## src/rtl/byte_packer.sv

```systemverilog
// Packs a stream of bytes into 32-bit words with valid/ready on both sides.
// A word is emitted after four bytes, or earlier when the producer marks the last byte.
module byte_packer #(
   parameter int BIG_ENDIAN = 1
) (
   input  logic        clk,
   input  logic        reset,
   input  logic        in_valid,
   input  logic [7:0]  in_byte,
   input  logic        in_last,
   output logic        in_ready,
   output logic        out_valid,
   output logic [31:0] out_word,
   output logic [2:0]  out_bytes,
   input  logic        out_ready
);

   logic [1:0]  cnt_q, cnt_d;
   logic [31:0] acc_q, acc_d;
   logic        vld_q, vld_d;
   logic [31:0] word_q, word_d;
   logic [2:0]  bytes_q, bytes_d;

   logic        accept;
   logic        complete;
   logic [4:0]  shamt;
   logic [31:0] placed;
   logic [31:0] merged;

   // A held word may still be taken this cycle, which frees the register for a new one.
   assign in_ready  = !vld_q || out_ready;
   assign out_valid = vld_q;
   assign out_word  = word_q;
   assign out_bytes = bytes_q;

   always_comb begin
      accept   = in_valid && in_ready;
      complete = accept && (in_last || (cnt_q == 2'd3));
      shamt    = {cnt_q, 3'b000};
      if (BIG_ENDIAN != 0) begin
         placed = {in_byte, 24'h000000} >> shamt;
      end else begin
         placed = {24'h000000, in_byte} << shamt;
      end
      // Unfilled slots of the accumulator are always zero, so OR-merge is exact.
      merged = acc_q | placed;

      cnt_d   = cnt_q;
      acc_d   = acc_q;
      vld_d   = vld_q;
      word_d  = word_q;
      bytes_d = bytes_q;

      if (vld_q && out_ready) begin
         vld_d = 1'b0;
      end

      if (complete) begin
         word_d  = merged;
         bytes_d = {1'b0, cnt_q} + 3'd1;
         vld_d   = 1'b1;
         cnt_d   = 2'd0;
         acc_d   = 32'h0;
      end else if (accept) begin
         acc_d = merged;
         cnt_d = cnt_q + 2'd1;
      end
   end

   always_ff @(posedge clk or negedge reset) begin
      if (!reset) begin
         cnt_q   <= 2'd0;
         acc_q   <= 32'h0;
         vld_q   <= 1'b0;
         word_q  <= 32'h0;
         bytes_q <= 3'd0;
      end else begin
         cnt_q   <= cnt_d;
         acc_q   <= acc_d;
         vld_q   <= vld_d;
         word_q  <= word_d;
         bytes_q <= bytes_d;
      end
   end

endmodule

```

## config.mk

```make
export PLATFORM = sky130hd
export DESIGN_NAME = byte_packer
export DESIGN_NICKNAME = d
export VERILOG_FILES = /design/src/rtl/byte_packer.sv
export SDC_FILE = /design/constraint.sdc
export NUM_CORES = 1
export LEC_CHECK = 0
export CORE_MARGIN = 5
export CORE_UTILIZATION = 45
export DETAILED_ROUTE_END_ITERATION = 10
export PLACE_DENSITY_LB_ADDON = 0.25
export SYNTH_ARGS = -nofsm -noshare
export SYNTH_HDL_FRONTEND = slang
export SYNTH_SLANG_ARGS = --single-unit
```

## constraint.sdc

```tcl
create_clock -name clk -period 3.4 [get_ports clk]
set_clock_uncertainty 0.1 [all_clocks]
set_input_delay 0.85 -clock clk [delete_from_list [all_inputs] [get_ports clk]]
set_output_delay 0.85 -clock clk [all_outputs]
set_load 0.01 [all_outputs]
```

Yosys cells after proc, flatten, opt, wreduce, memory -nomap -nowiden
Index checks and enable logic that the tools add are counted.
Word-level totals
  flip-flop bits (word level): 70
  memory bits (read-only): 0
  memories kept: 0
  latch bits: 0
  logic and storage cells: 24
  bits of input ports: 13
  output and inout bits: 37
  memory bits (writable): 0
Cells by class
  multiplexer cells: 6
  shift-type cells: 1
  multipliers: 0
  $add $sub $neg: 2
  $lt $le $gt $ge: 0
  bitwise logic cells: 1
  reductions and logical operators: 8
  equal/unequal tests: 1
  divide/modulo/power cells: 0
Operators with widths (count)
  32-bit 2-to-1 mux: 2
  32-bit OR: 1
  32-bit by 5-bit right shift with 32-bit output: 1
  2-bit 2-to-1 mux: 2
  2-bit nonzero test: 2
  2-bit by 1-bit adder with 3-bit output (second input constant): 1
  1-bit logical AND: 3
  2-bit by 1-bit adder with 2-bit output (second input constant): 1
  2-bit equality test (second input constant): 1
  1-bit logical OR: 2
  1-bit 2-to-1 mux: 2
  1-bit logical NOT: 1

Logic depth before layout (Yosys ltp)
  word-level depth: 5
  depth in mapped cells: 6
  gate-level depth less buffers: 4

Worst setup path after synthesis
No wires, ideal clock.
  kind: input-to-output
  from: input out_ready
  to: output in_ready
  stages on the path: 3
  path buffers: 1
  path slack: 1.133 ns
  required time: 2.450 ns
  arrival time: 1.317 ns
  cells stage by stage: nor2b_2 > inv_2 > buf_2
Between the ends
  longest elaborated chain between the ends: 1
Ends and longest elaborated chain
  start, declared: RTL line 15  | input logic out_ready
  1-bit logical OR: RTL line 31  | assign in_ready = !vld_q || out_ready;
  end, declared: RTL line 11  | output logic in_ready,
No other way between the ends.

Worst setup path in the final report
Ends and elaborated chain as after synthesis.

==> results.cfg <==
[timing]
setup_slack_ns = 0.328
slew_violations = 0
setup_tns_ns = 0
slew_headroom = 0.286
setup_violations = 0
hold_viol_final = 0
period_needed_ns = 3.07
fmax_mhz = 326
rsz0062_at_grt = false
fin_crit_sh = 0.904
worstMarginPinSlew_ns = 1.07

[cts]
cts_setup_buffers = 0
cts_buffers = 9
hold_buffers = 0
cts-root-buf = clkbuf_8
clk_latency_ns = 0.33
htree_levels = 3
ctsResizeCount = 0
cts_tree = yes
clk_path_buf_depth = 2
cts.sinks = 70
path_clk_slew_ns = 0.06

[routing]
drtIter0Drc = 195
firstDrtPassIters = 4
routed_wl_mm = 6.66
dr_total_vias = 2149
wl_per_cell_um = 16.6
vias_per_cell = 5.36
antenna_left = 0
drc = 0

[yosys]
ys_seq_elements = 70
ys_types = 27
syn-num-nets = 296
seq_area_frac_synth = 0.569
syn_area_um2 = 3080
yosysWarningCount = 0
synthCells = 282
avgSynthCellArea_um2 = 10.9

[setup_path]
arrival_ns = 2.12
start_kind = input port
cp_common_cell = clkdlybuf4s50_1
crit_buf_inv = 3
cp-end-kind = output port
critical_path.max_fanout = 5
critical_path.top_delay_family = buffers and inverters
slowest_delay_ns = 0.49
path_cells = clkdlybuf4s50_1 > nor2b_2 > inv_2 > clkdlybuf4s50_1
path_class = input port to output port
cp.required_ns = 2.45
slowest_stage = clkdlybuf4s50_1

[hold_path]
hold_path.class = flop to flop

[power_and_ir_drop]
power_density_nw_per_um2 = 780
power_mw = 2.91
max-vdd-ir-drop_mv = 0.461
power.leakage_nw = 1.64

[job]
drv_cap = 0

[global_route]
grt_overflow = 0
grt_pass1_vias = 2263
antenna_found_initial = 0
grt_pass1_wl_mm = 11.1
grt_max_degree = 65
grt_usage = 0.167

[final_layout]
mostFrequentLayoutCells = dfrtp_1, clkdlybuf4s50_1, nor2_1, inv_1
regArea_um2 = 1750
drive_above_1_share = 0.0748
multiInputGateArea_um2 = 1030
area_growth_pct = 21.0
final_nets = 331
antenna_cells = 0
final_common_cell = dfrtp_1
nFillCells = 577
final_util = 0.554

[floorplanning]
initial_core_util = 0.458
die_area_um2 = 8590
rows = 30
die_w_um = 92.7
coreArea_um2 = 6720
die_y_um = 92.7
ios = 50

[run_status]
status = finished, final reports clean

[place]
port_buffers = 49
dp_hpwl_mm = 4.15
post-place-ws_ns = 0.331
place_congestion = 0.749
[worst register-to-register path, delay by kind of cell (launching register included)]
kind | cells | cell delay [ns]
compound gates | 1 | 0.21
flops | 1 | 0.48
simple gates | 2 | 1.02
[layout make-up]
type                            count  share of cell area
Sequential cell                    70               0.470
Timing Repair Buffer               53               0.145
Multi-Input combinational cell    148               0.277
Clock buffer                       14              0.0437
Tap cell                           80              0.0269
Inverter                           35              0.0353
Clock inverter                      1             0.00134
[flip-flops by register name, indices dropped and copies added, names as in the netlist]
signal,count
out_valid,1
out_word,32
out_bytes,3
cnt_q,2
acc_q,32
[per-layer routing]
layer  vias to the layer above  GRT usage  part of all wire
met4                         0     0.0501             0.012
li1                       1040          -                 -
met5                         -          0                 0
met3                         8     0.0536             0.070
met1                      1033      0.223              0.44
met2                        68      0.262              0.47
[cells by family after synthesis]
family,share of synthesized area
flops,0.569
compound gates,0.152
buf+inv,0.0972
simple gates,0.0651
mux,0.113
fa+ha+maj,0.00407
[where the power goes]
group          total (mW)  switching, mW  internal, mW  leakage (nW)
clock network       0.576          0.276         0.301        0.0865
registers            1.28          0.161          1.12         0.917
logic                1.05          0.504         0.549         0.639
total                2.91          0.940          1.97          1.64
[Yosys cell counts]
cell | instances | share of area
a21oi_1 | 32 | 0.052
a22o_1 | 1 | 0.0028
a41oi_1 | 32 | 0.091
and2_1 | 1 | 0.0020
buf_2 | 17 | 0.028
buf_4 | 3 | 0.0073
buf_6 | 3 | 0.011
clkbuf_1 | 3 | 0.0037
clkbuf_2 | 3 | 0.0049
dfrtp_1 | 70 | 0.57
ha_1 | 1 | 0.0041
inv_1 | 33 | 0.040
inv_2 | 2 | 0.0024
mux2_2 | 1 | 0.0037
mux2_4 | 1 | 0.0049
mux2i_1 | 32 | 0.10
nand2_1 | 1 | 0.0012
nand3_1 | 1 | 0.0016
nand4_1 | 1 | 0.0020
nor2_1 | 35 | 0.043
nor2b_1 | 2 | 0.0041
nor2b_2 | 1 | 0.0028
nor3_1 | 1 | 0.0016
nor3_2 | 1 | 0.0033
o21ai_0 | 2 | 0.0033
o31ai_1 | 1 | 0.0024
or3_4 | 1 | 0.0037
[worst paths after layout]
check / from / end / slack (ns) / cells after the start
max: out_ready / in_ready / 0.33 / 4
min: acc_q[20]$_DFFE_PN0P_ / acc_q[20]$_DFFE_PN0P_ / 0.40 / 2
max reg2reg: cnt_q[0]$_DFFE_PN0P_ / acc_q[22]$_DFFE_PN0P_ / 1.51 / 3
min reg2reg: acc_q[20]$_DFFE_PN0P_ / acc_q[20]$_DFFE_PN0P_ / 0.40 / 2
max in group asynchronous: reset / acc_q[29]$_DFFE_PN0P_ / 2.07 / 2
min in group asynchronous: reset / out_word[12]$_DFFE_PN0P_ / 0.47 / 1
[per-stage QoR]
| stage | instances | hold slack [ns] | instance area, um^2 |
|---|---|---|---|
| after floorplan | 282 | 0.367 | 3080 |
| after global placement | 386 | 0.382 | 3560 |
| after detailed placement | 386 | 0.387 | 3560 |
| after CTS | 401 | 0.403 | 3720 |
| after global routing | 401 | 0.420 | 3720 |
| final | 401 | 0.400 | 3720 |
Note: power is estimated with default switching activity, not from simulation.
